### config.mk
export PLATFORM = sky130hd
export DESIGN_NAME = prim_reqack_src_fifo
export DESIGN_NICKNAME = d
export VERILOG_FILES = /design/src/rtl/prim_reqack_src_fifo_mem.sv /design/src/rtl/prim_reqack_src_fifo.sv
export SDC_FILE = /design/constraint.sdc
export NUM_CORES = 1
export LEC_CHECK = 0
export CAP_MARGIN = 20
export CELL_PAD_IN_SITES_DETAIL_PLACEMENT = 2
export CELL_PAD_IN_SITES_GLOBAL_PLACEMENT = 2
export CORE_MARGIN = 2
export CORE_UTILIZATION = 42
export CTS_CLUSTER_DIAMETER = 120
export DETAILED_ROUTE_END_ITERATION = 8
export PLACE_DENSITY_LB_ADDON = 0.15
export SLEW_MARGIN = 40
export SYNTH_ARGS = -nofsm -noshare
export SYNTH_HDL_FRONTEND = slang
export SYNTH_SLANG_ARGS = --single-unit
### constraint.sdc
create_clock -name clk_i -period 2.5 [get_ports clk_i]
set_input_delay 0.625 -clock clk_i [delete_from_list [all_inputs] [get_ports clk_i]]
set_output_delay 0.625 -clock clk_i [all_outputs]
set_load 0.1 [all_outputs]
### src/rtl/prim_reqack_src_fifo_mem.sv
// Storage array for prim_reqack_src_fifo.
// Depth x Width registers without reset, one synchronous write port and one
// asynchronous read port so the head word is visible in the same cycle its
// read pointer is.
module prim_reqack_src_fifo_mem #(
   parameter int Width = 32,
   parameter int Depth = 4,
   parameter int AddrW = 2
) (
   input  logic             clk_i,
   input  logic             we_i,
   input  logic [AddrW-1:0] waddr_i,
   input  logic [Width-1:0] wdata_i,
   input  logic [AddrW-1:0] raddr_i,
   output logic [Width-1:0] rdata_o
);

   logic [Width-1:0] mem_q [Depth];

   // Write the accepted producer word into the addressed entry.
   always_ff @(posedge clk_i) begin
      if (we_i) begin
         mem_q[waddr_i] <= wdata_i;
      end
   end

   assign rdata_o = mem_q[raddr_i];

endmodule

### src/rtl/prim_reqack_src_fifo.sv
// Source-domain front end for the req/ack synchronizer.
// Buffers producer words and presents the oldest one as a quasi-static bus
// with a level req_o; the word is popped only on the ack_i pulse, so data_o
// never moves while the far domain may be sampling it.
// Optional feature macro: PRIM_REQACK_SRC_TIMEOUT_EN adds a saturating
// req-without-ack counter and a sticky timeout_o; otherwise timeout_o is 0.
module prim_reqack_src_fifo #(
   parameter int Width         = 32,
   parameter int Depth         = 4,
   parameter int TimeoutCycles = 1024
) (
   input  logic                       clk_i,
   input  logic                       rst_ni,
   input  logic                       in_valid_i,
   output logic                       in_ready_o,
   input  logic [Width-1:0]           in_data_i,
   output logic                       req_o,
   input  logic                       ack_i,
   output logic [Width-1:0]           data_o,
   output logic [$clog2(Depth+1)-1:0] level_o,
   output logic                       timeout_o
);

   localparam int PtrW = $clog2(Depth);
   localparam int LvlW = $clog2(Depth + 1);

   // Reject illegal configurations at elaboration time.
   if (Width < 1 || Depth < 2 || (Depth & (Depth - 1)) != 0 || TimeoutCycles < 1) begin : g_bad_param
      $error("prim_reqack_src_fifo: illegal parameter combination");
   end

   logic [PtrW-1:0] wr_ptr_q, wr_ptr_d;
   logic [PtrW-1:0] rd_ptr_q, rd_ptr_d;
   logic [LvlW-1:0] level_q, level_d;
   logic            push_s;
   logic            pop_s;

   // Status outputs depend on registered occupancy only, never on in_valid_i.
   assign in_ready_o = (level_q != LvlW'(Depth));
   assign req_o      = (level_q != {LvlW{1'b0}});
   assign level_o    = level_q;

   // An ack without a pending request is ignored, so it can never underflow.
   assign push_s = in_valid_i & in_ready_o;
   assign pop_s  = req_o & ack_i;

   // Next-state for pointers and occupancy; pointers wrap at the power-of-two depth.
   always_comb begin
      wr_ptr_d = wr_ptr_q;
      rd_ptr_d = rd_ptr_q;
      level_d  = level_q;
      if (push_s) begin
         wr_ptr_d = wr_ptr_q + PtrW'(1);
      end else begin
         wr_ptr_d = wr_ptr_q;
      end
      if (pop_s) begin
         rd_ptr_d = rd_ptr_q + PtrW'(1);
      end else begin
         rd_ptr_d = rd_ptr_q;
      end
      case ({push_s, pop_s})
         2'b10:   level_d = level_q + LvlW'(1);
         2'b01:   level_d = level_q - LvlW'(1);
         default: level_d = level_q;
      endcase
   end

   // Pointer and occupancy registers; reset discards any buffered words.
   always_ff @(posedge clk_i or negedge rst_ni) begin
      if (!rst_ni) begin
         wr_ptr_q <= {PtrW{1'b0}};
         rd_ptr_q <= {PtrW{1'b0}};
         level_q  <= {LvlW{1'b0}};
      end else begin
         wr_ptr_q <= wr_ptr_d;
         rd_ptr_q <= rd_ptr_d;
         level_q  <= level_d;
      end
   end

   prim_reqack_src_fifo_mem #(
      .Width (Width),
      .Depth (Depth),
      .AddrW (PtrW)
   ) u_mem (
      .clk_i   (clk_i),
      .we_i    (push_s),
      .waddr_i (wr_ptr_q),
      .wdata_i (in_data_i),
      .raddr_i (rd_ptr_q),
      .rdata_o (data_o)
   );

`ifdef PRIM_REQACK_SRC_TIMEOUT_EN
   localparam int CntW = $clog2(TimeoutCycles + 1);

   logic [CntW-1:0] to_cnt_q, to_cnt_d;
   logic            timeout_q;

   // Count cycles of an outstanding request; restart on pop or when idle, saturate at the limit.
   always_comb begin
      to_cnt_d = to_cnt_q;
      if (!req_o || pop_s) begin
         to_cnt_d = {CntW{1'b0}};
      end else if (to_cnt_q == CntW'(TimeoutCycles)) begin
         to_cnt_d = to_cnt_q;
      end else begin
         to_cnt_d = to_cnt_q + CntW'(1);
      end
   end

   // Timeout counter and sticky flag; the flag only clears on reset.
   always_ff @(posedge clk_i or negedge rst_ni) begin
      if (!rst_ni) begin
         to_cnt_q  <= {CntW{1'b0}};
         timeout_q <= 1'b0;
      end else begin
         to_cnt_q  <= to_cnt_d;
         timeout_q <= timeout_q | (to_cnt_q == CntW'(TimeoutCycles));
      end
   end

   assign timeout_o = timeout_q;
`else
   assign timeout_o = 1'b0;
`endif

`ifndef SYNTHESIS
   // ack_i is only legal while a request is pending; a stray one is dropped.
   a_ack_needs_req: assert property (@(posedge clk_i) disable iff (!rst_ni)
      ack_i |-> req_o)
      else $warning("ack_i seen while req_o is low; ignored");

   // Producer must hold its word while it is being back-pressured.
   a_in_data_stable: assert property (@(posedge clk_i) disable iff (!rst_ni)
      (in_valid_i && !in_ready_o) |=> (!in_valid_i || $stable(in_data_i)));

   // The bus seen by the far domain must not move until the transfer is acknowledged.
   a_data_stable: assert property (@(posedge clk_i) disable iff (!rst_ni)
      (req_o && !ack_i) |=> $stable(data_o));
`endif

endmodule

=== Yosys cells after proc, flatten, opt, wreduce, memory -nomap -nowiden ===
Memories as Yosys holds them, arrays and structs flattened.
Cells that the tools add are included.

* Flip-flop bits (word level): 7
* Bits in latches: 0
* Memory bits (writable): 128
* Bits in read-only memories: 0
* Input bits: 36
* Output and inout port bits: 38
* Logic and storage cells: 18
* Memories kept: 1

{| class="wikitable"
|+ Memory list
! name !! depth !! width !! read ports !! clocked after memory_dff !! write ports !! line !! text
|-
| u_mem.mem_q || 4 || 32 || 1 || 0 || 1 || prim_reqack_src_fifo_mem.sv:18 || <nowiki>logic [Width-1:0] mem_q [Depth];</nowiki>
|}

* Add/sub/neg operators: 4
* Multipliers: 0
* Div/mod/pow operators: 0
* $lt $le $gt $ge: 0
* Equality and inequality tests: 3
* Shifts and indexed selects: 0
* Multiplexer cells: 3
* Bitwise logic cells: 2
* Reductions and logical operators: 2

{| class="wikitable"
|+ Operators with widths
! cell !! number
|-
| one-hot mux 3 bit (2 select lines) || 1
|-
| adder 2 x 1 -> 2 bit, second input constant || 2
|-
| adder 3 x 1 -> 3 bit, second input constant || 1
|-
| != test 3 bit, second input constant || 1
|-
| nonzero test 3 bit || 1
|-
| subtractor 3 x 1 -> 3 bit, second input constant || 1
|-
| bitwise AND 1 bit || 2
|-
| == test 2 x 1 -> 1 bit, second input constant || 1
|-
| == test 2 bit, second input constant || 1
|-
| 2-to-1 mux 1 bit || 2
|-
| nonzero test 2 bit || 1
|}

=== Logic depth before layout (Yosys ltp) ===
Gate-level depths: netlist of the first run.

* Depth in word-level cells: 4
* Gate-level depth with buffers: 9
* Mapped depth without buffers: 9

=== By module ===
Synthesis of the first run repeated with hierarchy kept, for this count alone.

* Cell total of the unflattened synthesis: 201
* Area total of the unflattened synthesis: 5052.3 um^2

{| class="wikitable"
|+ Modules (own cells, without submodules)
! module !! instances !! cells an instance !! area each (um^2) !! seq. area each (um^2)
|-
| prim_reqack_src_fifo_mem || 1 || 171 || 4689.5 || 3843.7
|-
| prim_reqack_src_fifo || 1 || 30 || 362.8 || 175.2
|}

=== Worst setup path before layout of the first run ===
Ideal clock, no wire load.

* Path kind: reg2reg
* Start: reg level_q[2] (netlist: level_o[2])
* End: reg level_q[2] (netlist: level_o[2])
* Setup time: 0.163 ns
* Arrival time: 2.767 ns
* Required time: 2.337 ns
* Slack: -0.430 ns
* Stages on the path, launching flop included: 10
* Buffers on the path: 0
* Period minus slack after synthesis: 2.930 ns
* Cell sequence: dfrtp_1 > or3b_4 > and2_4 > inv_1 > ha_1 > inv_1 > fa_1 > xor2_1 > nor2_1 > xor2_1

* Word-level cells in the longest chain between the ends: 4
* Elaborated cells between the ends (all ways): 10
* Classes of those cells: add/sub: 2; eq/ne: 3; mux: 1; bitwise: 2; reduce/logical: 2

{| class="wikitable"
|+ RTL lines
! what !! line !! text
|-
| start: declaration || prim_reqack_src_fifo.sv:34 || <nowiki>logic [LvlW-1:0] level_q, level_d;</nowiki>
|-
| start signal: assignment || prim_reqack_src_fifo.sv:74 || <nowiki>level_q <= {LvlW{1'b0}};</nowiki>
|-
| start signal: assignment || prim_reqack_src_fifo.sv:78 || <nowiki>level_q <= level_d;</nowiki>
|-
| != test 3 bit (*) || prim_reqack_src_fifo.sv:39 || <nowiki>assign in_ready_o = (level_q != LvlW'(Depth));</nowiki>
|-
| via in_ready_o || prim_reqack_src_fifo.sv:15 || <nowiki>output logic in_ready_o,</nowiki>
|-
| bitwise AND 1 bit (*) || prim_reqack_src_fifo.sv:44 || <nowiki>assign push_s = in_valid_i & in_ready_o;</nowiki>
|-
| == test 2 x 1 -> 1 bit / == test 2 bit (equally long branches) || prim_reqack_src_fifo.sv:62 || <nowiki>case ({push_s, pop_s})</nowiki>
|-
| one-hot mux 3 bit (2 select lines) / nonzero test 2 bit (equally long branches) || n/a ||
|}

The timed path passes the listed nets; every way through them passes the cells marked *.
A chain may end at the register's enable or synchronous reset.

=== Worst setup path in the final report of the first run ===
* Start: reg rd_ptr_q[0]
* End: out data_o[28]

* Word-level cells in the longest chain between the ends: 1

{| class="wikitable"
|+ RTL lines
! what !! line !! text
|-
| start: declaration || prim_reqack_src_fifo.sv:33 || <nowiki>logic [PtrW-1:0] rd_ptr_q, rd_ptr_d;</nowiki>
|-
| start signal: assignment || prim_reqack_src_fifo.sv:73 || <nowiki>rd_ptr_q <= {PtrW{1'b0}};</nowiki>
|-
| start signal: assignment || prim_reqack_src_fifo.sv:77 || <nowiki>rd_ptr_q <= rd_ptr_d;</nowiki>
|-
| memory read (4 x 32 bit) || n/a ||
|-
| end: declaration || prim_reqack_src_fifo.sv:19 || <nowiki>output logic [Width-1:0] data_o,</nowiki>
|}

Every way passes these cells.

==> out/metrics.yaml, run 1 <==
placement:
  hpwl_um: 7100
  port_buffers: 72
  globalplace.congestion: 0.699
detailed_routing:
  routed-via-count: 2422
  routed_wl_um: 12100
  dr.pass1.iters: 6
  wire_per_inst_um: 26.2
  ant_nets: 0
  drt_iter0_drc: 130
  vias_per_cell: 5.27
  drc_errors: 0
synth:
  avgSynthCellArea_sq_um: 24.4
  synth_area_leaders: "edfxtp_1 76%, mux4_2 14%, dfrtp_1 3.5%"
  syn_area_sq_um: 5050
  synth_cell_types: 21
  synthesis.nets: 249
  yosysTopAreaCellShare_pct: 76.0
  ys_seq_area_share_pct: 79.5
  synth_cells: 207
  ys_ff_latch: 135
  synth-edff-count: 128
  async_flop_share_pct: 5.19
  synth_ff_type: "edfxtp_1"
  synth.largest_area_cell: "edfxtp_1"
  synth_warnings: 0
floorplan:
  die_h_um: 114
  design.core.area_sq_um: 11900
  io_pins: 74
  fp-row-count: 40
  initial_core_util_pct: 42.6
  dieArea_sq_um: 12900
  dieWidth_um: 114
job:
  cap_violations: 0
clocking:
  path_clk_slew_ns: 0.06
  htree_levels: 4
  root_buffer: "clkbuf_16"
  cts.sinks: 135
  clk_latency_ns: 0.42
  cts_buffers: 17
  cts_buffer_depth: 2
  cts_tree: "done"
  hold_buffers: 0
timing:
  drv_slew: 0
  tns_ns: 0
  hold_violations: 0
  finalCritPeriodShare_pct: 100
  max_freq_mhz: 400
  period_needed_ns: 2.50
  fin_skew_ns: 0.00654
  hold_slack_ns: 0.502
  setup_viol_count_final: 0
  rsz0062_at_grt: "true"
critical_path:
  critical_path_class: "reg -> out"
  path_common_cell: "buf_12"
  worstSetupEndpointType: "output pin"
  cp_cell_sequence: "buf_12, mux4_2, buf_12"
  arrival_ns: 1.87
  cpPeakStageDelay_ns: 0.57
  crit_required_ns: 1.88
  cp_max_fo: 14
  startpoint_type: "flip-flop"
  slowest_stage: "mux4_2"
global_route:
  grt_max_degree: 33
  grt_pass1_wl_um: 18100
  track_usage_pct: 20.6
  grt_pass1_vias: 2800
  antenna_found_initial: 0
  grt-ovfl-total: 0
cells_and_area:
  syn2layout_area_growth_pct: 39.9
  antenna_cells: 0
  n_fill_cell: 934
  drive_above_1_share_pct: 40.6
  num-nets-final: 342
run_status:
  status: "complete, no violations"
min_path:
  hp-class: "in -> async"
## Yosys cell counts, types with 3 or more instances
cell,count
edfxtp_1,128
mux4_2,32
dfrtp_1,7
inv_1,6
ha_1,5
and3_2,4
buf_2,4
buf_4,4
xnor2_1,3
xor2_1,3
## placed cells by master, fill, tap and decap left out, types with 3 or more instances in the layout
cell and count:
and3_2 4, buf_12 39, buf_4 9, bufinv_16 6, clkbuf_16 17, clkdlybuf4s50_1 35
clkinvlp_4 3, dfrtp_4 4, edfxtp_1 128, ha_1 4, inv_1 4, mux4_2 32
xnor2_1 3, xor2_1 3
## final timing paths
| path | start | endpoint | slack [ns] | cells after the start |
|---|---|---|---|---|
| hold reg to reg | level_o[2] | level_o[2] | 0.54 | 1 |
| min in group clk_i | level_o[2] | level_o[2] | 0.54 | 1 |
| hold / removal | rst_ni | rd_ptr_q[1] | 0.50 | 1 |
| setup reg to reg | level_o[1] | level_o[2] | 0.29 | 9 |
| setup / recovery | rd_ptr_q[0] | data_o[28] | 0.0006 | 3 |
| max in group asynchronous | rst_ni | level_o[1] | 1.67 | 1 |
## flip-flops by register name, summed over array words and instances (netlist names)
signal and cells:
u_mem.mem_q 128, level_o 3, rd_ptr_q 2, wr_ptr_q 2
## layout make-up
| type | count | area [sq um] | area share [%] |
|---|---|---|---|
| tap | 147 | 184 | 2.60 |
| clock buffer | 18 | 429 | 6.07 |
| multi-input combinational | 57 | 975 | 13.8 |
| timing repair buffer | 83 | 1200 | 16.9 |
| inverter | 6 | 22.5 | 0.318 |
| clock inverter | 14 | 229 | 3.24 |
| sequential | 135 | 4040 | 57.0 |
## worst max-delay path: cells and delay by family, from the launching register on
kind	cells	cell delay, ns
buffers and inverters	2	0.38
DFF	1	0.48
muxes	1	0.57
## cell families (layout without fill, tap and decap cells)
| group | after synthesis | in the layout | synth area share, % |
|---|---|---|---|
| flops | 135 | 135 | 79.5 |
| other cells | 1 | 1 | 0.0742 |
| xor+xnor | 6 | 6 | 1.04 |
| buf+inv | 15 | 121 | 1.51 |
| compound gates | 1 | 1 | 0.198 |
| fa+ha+maj | 6 | 6 | 1.63 |
| simple gates | 9 | 9 | 1.29 |
| mux | 34 | 34 | 14.8 |
## metal layers
layer	up-vias	wire, um	GRT usage [%]
li1	1046	-	-
met1	1284	4740	24.1
met2	76	6630	35.7
met3	16	529	6.96
met4	0	165	6.91
met5	-	0	0
## stage by stage
step	cell area (sq um)	setup slack [ns]	utilization, %	std cells
3_3_place_gp	6390	0.166	53.9	425
4_1_cts	7070	-0.0285	59.6	460
3_5_place_dp	6390	0.0830	53.9	425
5_1_grt	7070	-0.0589	59.6	460
2_1_floorplan	5080	0.0182	-	207
6_report	7070	0.000585	59.6	460
## what timing repair did
action / CTS / global route
setup endpoints to repair: 28 / 31
resized for setup: 1 / 0
setup buffers: 3 / 0
Power of run 1 is not shown: default switching activity piles up to over one toggle a cycle in this logic, so the estimate is an artifact.
==> inputs of run 2 (changes only) <==
--- a/config.mk
+++ b/config.mk
@@ -9,11 +9,13 @@
 export CELL_PAD_IN_SITES_DETAIL_PLACEMENT = 2
 export CELL_PAD_IN_SITES_GLOBAL_PLACEMENT = 2
 export CORE_MARGIN = 2
-export CORE_UTILIZATION = 42
+export CORE_UTILIZATION = 30
 export CTS_CLUSTER_DIAMETER = 120
 export DETAILED_ROUTE_END_ITERATION = 8
+export GPL_TIMING_DRIVEN = 0
 export PLACE_DENSITY_LB_ADDON = 0.15
 export SLEW_MARGIN = 40
 export SYNTH_ARGS = -nofsm -noshare
 export SYNTH_HDL_FRONTEND = slang
+export SYNTH_HIERARCHICAL = 1
 export SYNTH_SLANG_ARGS = --single-unit
==> out/metrics.yaml, run 2 <==
run_status:
  status: "complete, no violations"
floorplan:
  initial_core_util_pct: 30.6  # -12 points
  dieArea_sq_um: 17900  # +38%
  dieWidth_um: 134  # +18%
  design.core.area_sq_um: 16500  # +39%
  die_h_um: 134  # +18%
  fp-row-count: 47  # +18%
  io_pins: 74  # unchanged
synth:
  async_flop_share_pct: 5.19  # unchanged
  synth-edff-count: 128  # unchanged
  synth_area_leaders: "edfxtp_1 76%, mux4_2 13%, dfrtp_1 3.5%"
  yosysMostFrequentCell: "edfxtp_1"
  synth_warnings: 6  # +6
  synth_ff_type: "edfxtp_1"
  synth_compound_area_share_pct: 0.198  # about the same
  muxShareOfSynthArea_pct: 14.6  # -0.14 points
  yosysTopAreaCellShare_pct: 76.1  # about the same
  syn_area_sq_um: 5050  # about the same
  synth_common_cells: "128 x edfxtp_1, 30 x mux4_2, 7 x dfrtp_1"
  synth_xor_area_share_pct: 1.21  # +0.17 points
  synth_cells: 201  # -2.9%
  synth_cell_types: 25  # +19%
  ys_seq_area_share_pct: 79.5  # about the same
  ys_ff_latch: 135  # unchanged
  synth.largest_area_cell: "edfxtp_1"
  synth_adder_area_share_pct: 0.644  # -0.99 points
  avgSynthCellArea_sq_um: 25.1  # +2.9%
  synth_top_family_by_area: "multiplexers"
  synthSimpleGateAreaFrac_pct: 1.56  # +0.27 points
  synthesis.nets: 239  # -4.0%
global_route:
  grt_max_degree: 33  # unchanged
  grt-ovfl-total: 0  # unchanged
  grt_pass1_wl_um: 16200  # -10%
  grt_pass1_vias: 2670  # -4.6%
  antenna_found_initial: 0  # unchanged
  track_usage_pct: 12.8  # -7.8 points
detailed_routing:
  ant_nets: 0  # unchanged
  wire_per_inst_um: 19.6  # -25%
  routed_wl_um: 10400  # -14%
  wl_met2_um: 5340  # -19%
  routed-wl-met3_um: 562  # +6.2%
  drc_errors: 0  # unchanged
  wl_met1_um: 4310  # -9.1%
  routed-via-count: 2359  # -2.6%
  drt_iter0_drc: 111  # -15%
  vias_per_cell: 4.45  # -15%
  dr.pass1.iters: 4  # -2
  routed.top_layer: "met4"
critical_path:
  arrival_ns: 1.84  # -0.03 ns
  r2r-end: "level_o[2]"
  cp_max_fo: 10  # -4
  worstSetupEndpointType: "output pin"
  regToRegSetupSlack_ns: 0.32  # +0.03 ns
  worstReg2RegStart: "level_o[0]"
  crit_required_ns: 1.88  # about the same
  rr_worst_depth: 8  # -1
  critical_path_class: "reg -> out"
  startpoint_type: "flip-flop"
job:
  cap_violations: 0  # unchanged
cells_and_area:
  num-nets-final: 335  # -2.0%
  syn2layout_area_growth_pct: 32.9
  utilization_pct: 40.6  # -19 points
  drive_above_1_share_pct: 39.4  # -1.2 points
  top_register: "u_mem/mem_q"
  layout_common_cells: "128 x edfxtp_1, 35 x clkdlybuf4s50_1, 30 x mux4_2, 28 x buf_6, 17 x clkbuf_16"
  largest_reg_flops: 128  # unchanged
  n_fill_cell: 1535  # +64%
  final_common_cell: "edfxtp_1"
  antenna_cells: 0  # unchanged
timing:
  rsz0062_at_grt: "true"
  drv_slew: 0  # unchanged
  relSlewSlack_pct: 56.2
  finalCritPeriodShare_pct: 98.7  # -1.2 points
  setup_viol_count_final: 0  # unchanged
  fin_ws_ns: 0.0316  # +0.0310 ns
  period_needed_ns: 2.47  # -0.0310 ns
  tns_ns: 0  # unchanged
  worstMarginPinSlew_ns: 0.657
  hold_violations: 0  # unchanged
  max_freq_mhz: 405  # +1.3%
  hold_slack_ns: 0.484  # -0.0184 ns
  fin_skew_ns: 0.00723  # +0.000689 ns
min_path:
  hp-class: "in -> async"
placement:
  hpwl_um: 6440  # -9.3%
  dp_worst_setup_slack_ns: 0.0167  # -0.0663 ns
  port_buffers: 72  # unchanged
  globalplace.congestion: 0.641  # -8.2%
clocking:
  cts_buffer_depth: 2  # unchanged
  htree_levels: 4  # unchanged
  cts_tree: "done"
  path_clk_slew_ns: 0.05  # about the same
  cts_buffers: 17  # unchanged
  clk_latency_ns: 0.41  # about the same
  cts.sinks: 135  # unchanged
  root_buffer: "clkbuf_16"
==> run 2: cell types whose count changed in the layout (fill, tap and decap cells not counted), moves of 3 or more <==
cell       change
buf_8          +4
and3_2         -4
ha_1           -3
buf_2          +5
buf_12        -36
buf_6         +28
bufinv_16      -4
clkinv_2       +3
==> run 2: cell families (layout without fill, tap and decap cells) <==
group,count (synthesis),count (layout)
compound gates,1,1
xor+xnor,7,7
fa+ha+maj,2,2
buf+inv,12,121
flops,135,135
mux,33,33
other cells,1,1
simple gates,10,10
==> run 2: timing repair <==
action,CTS,global route
gates resized for setup,54,15
buffers inserted,1,0
endpoints found under the setup margin,32,32
hold buffers,0,0
==> run 2: worst max-delay path by stage <==
stage | start | end | slack [ns]
2_1_floorplan | level_o[2] | u_mem/mem_q[0][0] | -0.10
3_3_place_gp | in_valid_i | u_mem/mem_q[0][13] | -0.86
3_5_place_dp | in_valid_i | u_mem/mem_q[0][13] | 0.02
4_1_cts | rd_ptr_q[0] | data_o[29] | -0.02
5_1_grt | rd_ptr_q[0] | data_o[29] | -0.06
6_report | rd_ptr_q[0] | data_o[29] | 0.03
==> run 2: worst max-delay path: stages, from the launching register on <==
cell and delay [ns]:
dfrtp_1 0.35, buf_6 0.16, buf_12 0.16, mux4_2 0.56, buf_8 0.20
==> run 2: per-stage QoR <==
step / std cells / instance area [sq um]
floorplan: 201 / 5080
global placement: 493 / 6070
detailed placement: 497 / 5930
CTS: 530 / 6660
global route: 530 / 6720
finish: 530 / 6720
==> run 2: layer usage <==
metal,global-route usage [%],up-vias
li1,-,1040
met3,4.95,15
met1,15.5,1247
met2,20.9,57
met4,4.43,0
met5,0,-
==> run 2: final cells by class <==
| type | instances | area (sq um) | area share, % |
|---|---|---|---|
| Sequential cell | 135 | 4030 | 60.0 |
| Tap cell | 220 | 275 | 4.10 |
| Inverter | 4 | 15.0 | 0.224 |
| Clock inverter | 15 | 136 | 2.03 |
| Multi-Input combinational cell | 54 | 948 | 14.1 |
| Clock buffer | 17 | 425 | 6.33 |
| Timing Repair Buffer | 77 | 785 | 11.7 |
| Buffer | 8 | 101 | 1.51 |
Power of run 2 is left out for the same reason.
